<file path="config.mk">
export PLATFORM = sky130hd
export DESIGN_NAME = demux_serial_1x4
export DESIGN_NICKNAME = d
export VERILOG_FILES = /design/src/rtl/demux_serial_1x4.sv
export SDC_FILE = /design/constraint.sdc
export NUM_CORES = 1
export LEC_CHECK = 0
export BUFFER_PORTS_ARGS = -buffer_cell sky130_fd_sc_hd__buf_2
export CAP_MARGIN = 0
export CORE_ASPECT_RATIO = 1.1
export CORE_MARGIN = 10
export CORE_UTILIZATION = 50
export CTS_BUF_LIST = sky130_fd_sc_hd__clkbuf_4 sky130_fd_sc_hd__clkbuf_8
export CTS_CLUSTER_DIAMETER = 200
export DETAILED_ROUTE_END_ITERATION = 8
export PLACE_DENSITY_LB_ADDON = 0.15
export SYNTH_ARGS = -nofsm -noshare
export SYNTH_HDL_FRONTEND = slang
export SYNTH_SLANG_ARGS = --single-unit
</file>
<file path="constraint.sdc">
create_clock -name clk -period 2.3 [get_ports clk]
set_clock_uncertainty 0.05 [all_clocks]
set_input_delay 0.115 -clock clk [delete_from_list [all_inputs] [get_ports clk]]
set_output_delay 0.115 -clock clk [all_outputs]
set_load 0.005 [all_outputs]
</file>
<file path="src/rtl/demux_serial_1x4.sv">
// Round-robin de-interleaver: collects a serial byte stream into 4-byte frames and presents
// each frame on four lanes at once, flushing partial frames after an idle timeout.
module demux_serial_1x4 #(
    parameter int IDLE_MAX = 4
) (
    input  logic       clk,
    input  logic       reset_L,
    input  logic       valid_in,
    input  logic [7:0] data_in,
    output logic [7:0] data_out0,
    output logic [7:0] data_out1,
    output logic [7:0] data_out2,
    output logic [7:0] data_out3,
    output logic       valid_out0,
    output logic       valid_out1,
    output logic       valid_out2,
    output logic       valid_out3,
    output logic       flush
);

    localparam int CW = (IDLE_MAX > 0) ? $clog2(IDLE_MAX + 1) : 1;
    localparam logic [CW-1:0] CNT_MAX  = CW'(IDLE_MAX);
    localparam logic [CW-1:0] CNT_LAST = CW'((IDLE_MAX > 0) ? IDLE_MAX - 1 : 0);

    typedef enum logic {
        IDLE,
        FILL
    } state_e;

    state_e          state_q, state_d;
    logic [1:0]      ptr_q, ptr_d;
    logic [CW-1:0]   cnt_q, cnt_d;
    logic [7:0]      stage_q [4];
    logic [7:0]      stage_d [4];
    logic [7:0]      data_q  [4];
    logic [7:0]      data_d  [4];
    logic [3:0]      valid_q, valid_d;
    logic            flush_q, flush_d;

    // NOTE: every _d gets a default first so no path through the case can infer a latch.
    always_comb begin
        state_d = state_q;
        ptr_d   = ptr_q;
        cnt_d   = cnt_q;
        stage_d = stage_q;
        data_d  = data_q;
        valid_d = 4'b0000;
        flush_d = 1'b0;

        case (state_q)
            IDLE: begin
                if (valid_in) begin
                    stage_d[0] = data_in;
                    ptr_d      = 2'd1;
                    cnt_d      = '0;
                    state_d    = FILL;
                end
            end
            FILL: begin
                if (valid_in) begin
                    cnt_d = '0;
                    if (ptr_q == 2'd3) begin
                        // The 4th byte goes straight to lane3, bypassing staging.
                        data_d[0] = stage_q[0];
                        data_d[1] = stage_q[1];
                        data_d[2] = stage_q[2];
                        data_d[3] = data_in;
                        valid_d   = 4'b1111;
                        ptr_d     = 2'd0;
                        state_d   = IDLE;
                    end else begin
                        stage_d[ptr_q] = data_in;
                        ptr_d          = ptr_q + 2'd1;
                    end
                end else if (IDLE_MAX != 0) begin
                    if (cnt_q == CNT_LAST) begin
                        for (int i = 0; i < 4; i++) begin
                            if (i < int'(ptr_q)) begin
                                data_d[i]  = stage_q[i];
                                valid_d[i] = 1'b1;
                            end
                        end
                        flush_d = 1'b1;
                        cnt_d   = '0;
                        ptr_d   = 2'd0;
                        state_d = IDLE;
                    end else if (cnt_q != CNT_MAX) begin
                        cnt_d = cnt_q + 1'b1;
                    end
                end
            end
            default: begin
                state_d = IDLE;
                ptr_d   = 2'd0;
                cnt_d   = '0;
            end
        endcase
    end

    // NOTE: staging registers are deliberately reset so a discarded partial frame leaves no trace.
    always_ff @(posedge clk) begin
        if (!reset_L) begin
            state_q <= IDLE;
            ptr_q   <= 2'd0;
            cnt_q   <= '0;
            valid_q <= 4'b0000;
            flush_q <= 1'b0;
            for (int i = 0; i < 4; i++) begin
                stage_q[i] <= 8'h00;
                data_q[i]  <= 8'h00;
            end
        end else begin
            state_q <= state_d;
            ptr_q   <= ptr_d;
            cnt_q   <= cnt_d;
            valid_q <= valid_d;
            flush_q <= flush_d;
            stage_q <= stage_d;
            data_q  <= data_d;
        end
    end

    assign data_out0  = data_q[0];
    assign data_out1  = data_q[1];
    assign data_out2  = data_q[2];
    assign data_out3  = data_q[3];
    assign valid_out0 = valid_q[0];
    assign valid_out1 = valid_q[1];
    assign valid_out2 = valid_q[2];
    assign valid_out3 = valid_q[3];
    assign flush      = flush_q;

endmodule

</file>
# Word-level counts from Yosys, hierarchy flattened
# Index checks and enable logic that the tools add are counted.
# op_classes
n_addsub	2
multipliers	0
n_div	0
n_lt_le_gt_ge	5
n_eq_ne	9
n_shift	0
n_mux	35
bitwise_logic	4
reduce_logical	16
# ops
cell	count
$mux 32	3
$mux 24	2
$mux 8	5
$bwmux 32	1
$mux 3	6
$demux 8 s2	1
$pmux 8 s2	1
$reduce_and 3->1	4
$reduce_and 4->1	3
$mux 1	8
$mux 2	4
$reduce_bool 2->1	4
$ne 2x2->1 const B	3
$pmux 3 s2	1
$reduce_and 2->1	3
$lt 1x2->1 const A	2
$mux 4	1
$ne 4x2->1 const B	1
$pmux 2 s2	1
$add 3x1->3 const B	1
$eq 3x2->1 const B	1
$ge 3x3->1 const B	1
$lt 3x1->1 const B	1
$ne 3x2->1 const B	1
other kinds (10)	12
# word_totals
reg_bits	75
latchBits	0
ramBits	0
mem_bits_ro	0
inputBits	11
mem_count	0

# Longest topological paths before layout
# depth
ltp_word	9
depth_mapped	6

# Worst setup path after synthesis
# OpenSTA, ideal clock, no wires.
# synth_path
path_kind	reg2reg
start	reg ptr_q[0]
end	reg data_q (netlist bit data_out0[0])
setup_time_ns	0.117
arrival_ns	1.658
t_required_ns	2.133
slack_ns	0.475
path_stages_with_launch	6
cell_sequence	dfxtp_1 -> inv_1 -> ha_1 -> or4b_4 -> o211a_4 -> a22o_1
# synth_between
elab_chain_cells	3
# synth_rtl
element	line	source
from (decl)	31	logic [1:0] ptr_q, ptr_d;
from (signal assigned)	114	ptr_q <= ptr_d;
$lt 1x2->1 / $eq 2x2->1 (equally long branches)	78, 62	
$reduce_bool 2->1 (no source line) / $ne 2x1->1 (equally long branches)	--	
$reduce_and 4->1 (no source line) (*)	--	
to (signal assigned)	119	data_q <= data_d;
to (decl)	35	logic [7:0] data_q [4];
# Every way passes the cells marked *; elsewhere a longest branch is shown, timed or not.
# A chain may end at the register's enable or synchronous reset.

# Worst setup path after layout
# layout_path
start	reg ptr_q[0]
end	reg data_q (netlist bit data_out0[4])
# The elaborated chain is that of the path after synthesis.

==> flow_metrics.py <==
metrics = {
    "clock_tree": {
        "cts_sinks": 67,
        "path_clk_slew_ns": 0.06,
        "clk_latency_ns": 0.34,
        "cts_resized": 0,
        "cts_buffer_depth": 2,
        "cts_root_buffer": "clkbuf_8",
        "h-tree-depth": 3,
        "post_cts_buffers": 0,
        "cts_tree": "built",
        "cts_hold_buf": 8,
        "cts_inserted_buffers": 9,
    },
    "route": {
        "drc": 0,
        "final_antenna_net_count": 0,
        "wl_per_cell_um": 14.93,
        "drt_first_pass_iters": 4,
        "dr_total_vias": 1888,
        "vias_per_cell": 5.130,
        "drt-initial-drc-count": 81,
        "routed_wl_mm": 5.494,
    },
    "yosys": {
        "ys_seq_area_share_pct": 54.14,
        "synthDistinctLibCells": 33,
        "synth.largest_area_cell": "dfxtp_1",
        "syn-cell-area_um2": 2477,
        "yosys.area.top_type_share_pct": 54.14,
        "syn_avg_cell_area_um2": 9.910,
        "synth_common_cells": "dfxtp_1 (67), nand2_1 (44), a22o_1 (24)",
        "synth_edf_count": 0,
        "syn_nets": 268,
        "async_flop_share_pct": 0,
        "synth_warnings": 0,
        "ys_seq_elements": 67,
        "synth_most_common_cell": "dfxtp_1",
        "synthCells": 250,
        "synth_ff_type": "dfxtp_1",
        "yosys-top-cells-area": "dfxtp_1 (54%), a22o_1 (8.5%), nand2_1 (6.7%), nand3_1 (4.0%), mux2i_1 (3.6%)",
    },
    "global_routing": {
        "overflow": 0,
        "grt_max_degree": 42,
        "grt_use_met2_pct": 20.78,
        "grt_usage_pct": 13.96,
        "grt_pass1_vias": 1799,
        "grt_pass1_wl_mm": 8.970,
        "grt_use_met1_pct": 17.08,
        "top_usage_layer": "met2",
        "antenna_found_initial": 0,
        "use_met3_pct": 6.250,
    },
    "setup_path": {
        "path_max_fanout": 8,
        "crit_path_max_incr_delay_ns": 0.52,
        "path_buf_inv": 1,
        "crit_chain": "inv_1 -> ha_1 -> or4b_4 -> a211oi_4 -> a22o_1",
        "critPathTopFamily": "compound AO/OA/AOI/OAI gates",
        "reg2reg_depth": 5,
        "path_class": "reg2reg",
        "cp_slowest_cell": "or4b_4",
        "worstPathRequired_ns": 2.53,
        "r2r_slack_ns": 0.37,
        "rr_startpoint": "ptr_q[0]$_SDFFE_PN0P_",
        "start_kind": "register",
        "cp-end-kind": "register",
        "critPathArrivalTime_ns": 2.16,
        "r2r-end": "data_out0[4]$_SDFFE_PN0P_",
    },
    "placed_design": {
        "port-buffer-count": 47,
        "gp_congestion": 0.8396,
        "hpwl_mm": 3.974,
    },
    "sta": {
        "slew_violations": 0,
        "setup_violations": 0,
        "fin_hold_ws_ns": 0.03641,
        "setup-tns-final_ns": 0,
        "period_share_pct": 83.96,
        "hold_viol": 0,
        "clock.fmax_mhz": 517.9,
        "period_needed_ns": 1.931,
        "max_slew.worst_pin.slew_ns": 0.6564,
        "slew_headroom_pct": 56.11,
        "rsz0062_at_grt": "false",
    },
    "pwr": {
        "irDropWorstVdd_mv": 0.4093,
        "leakagePower_uw": 0.001338,
        "p_per_area_nw_per_um2": 741.7,
    },
    "min_path": {
        "min_path_type": "in2reg",
        "hold_depth": 3,
        "holdPathEnd": "ptr_q[0]$_SDFFE_PN0P_",
        "hp-start": "reset_L",
    },
    "die": {
        "die_height_um": 93.83,
        "coreArea_um2": 4717,
        "die_area_um2": 8174,
        "io_pins": 48,
        "rows": 26,
        "start_util_pct": 52.52,
        "fp.dieW_um": 87.12,
    },
    "final_layout": {
        "nets": 325,
        "seqCellArea_um2": 1341,
        "layout-drive-gt1-share_pct": 23.72,
        "multi_input_area_um2": 1054,
        "area_delta_synth_final_pct": 22.27,
        "nFillCells": 408,
        "num_antenna_cells": 0,
    },
    "run_status": {
        "outcome": "complete, no violations",
    },
    "flow_run": {
        "maxCapViolations": 0,
    },
}
-- how the worst max path moves through the flow --
stage / startpoint / endpoint / slack (ns) / cells past startpoint
after global placement: ptr_q[0]$_SDFFE_PN0P_ / data_out0[0]$_SDFFE_PN0P_ / 0.42 / 5
after detailed placement: ptr_q[0]$_SDFFE_PN0P_ / data_out0[1]$_SDFFE_PN0P_ / 0.38 / 5
after CTS: ptr_q[0]$_SDFFE_PN0P_ / data_out0[4]$_SDFFE_PN0P_ / 0.37 / 5
after global routing: ptr_q[0]$_SDFFE_PN0P_ / data_out0[3]$_SDFFE_PN0P_ / 0.25 / 5
final: ptr_q[0]$_SDFFE_PN0P_ / data_out0[4]$_SDFFE_PN0P_ / 0.37 / 5
after floorplan: ptr_q[0]$_SDFFE_PN0P_ / data_out0[0]$_SDFFE_PN0P_ / 0.48 / 5
-- cells by family after synthesis --
family,Yosys count,synth area share [%]
fa+ha+maj,7,3.535
flops,67,54.14
compound gates,67,20.35
simple gates,79,15.00
mux,9,3.637
buf+inv,21,3.333
-- worst min-delay path, delay by kind of cell --
kind	cells	cell delay (ns)
buf+inv	1	0.14
compound gates	2	0.12
-- flip-flops by register name (all words and copies together), names as in the netlist --
register   flops
flush          1
stage_q       24
state_q        1
data_out1      8
valid_q        4
data_out3      8
cnt_q          3
ptr_q          2
data_out2      8
data_out0      8
-- cell type report --
type                            count  share of cell area (%)
Sequential cell                    67                   44.28
Timing Repair Buffer               58                   11.15
Multi-Input combinational cell    162                   34.78
Clock buffer                       11                   4.585
Inverter                            9                   1.115
Clock inverter                      5                   1.776
Tap cell                           56                   2.313
-- cell usage in the layout (no fill, tap or decap), types with 3 or more instances in the layout --
master,count
o21ai_0,17
nor2_1,3
mux2i_1,9
clkinv_2,3
clkbuf_8,9
nand2_1,44
ha_1,7
buf_4,3
dfxtp_1,67
a22o_1,24
a21oi_1,13
buf_2,47
nand3_1,20
dlygate4sd3_1,8
inv_1,9
-- per-layer routing --
metal,vias up,wire length (um)
met5,-,0
met1,841,2574
met3,8,365
met2,37,2465
li1,1002,-
met4,0,88
-- through the flow --
step	instances	instance area, um2	total power [uW]	setup WS [ns]	utilization (%)
3_5_place_dp	344	2756	1314	0.3780	58.44
3_3_place_gp	344	2756	1313	0.4217	58.44
5_1_grt	368	3029	2333	0.2516	64.22
4_1_cts	368	3029	2265	0.3683	64.22
2_1_floorplan	250	2477	1280	0.4755	-
6_report	368	3029	2247	0.3690	64.22
-- power breakdown --
group          leakage, uW  internal, uW  switching, uW
sequential        0.000542          1180           14.2
combinational     0.000693          42.4           65.7
clock             0.000104           521            428
(Power assumes the default switching activity.)
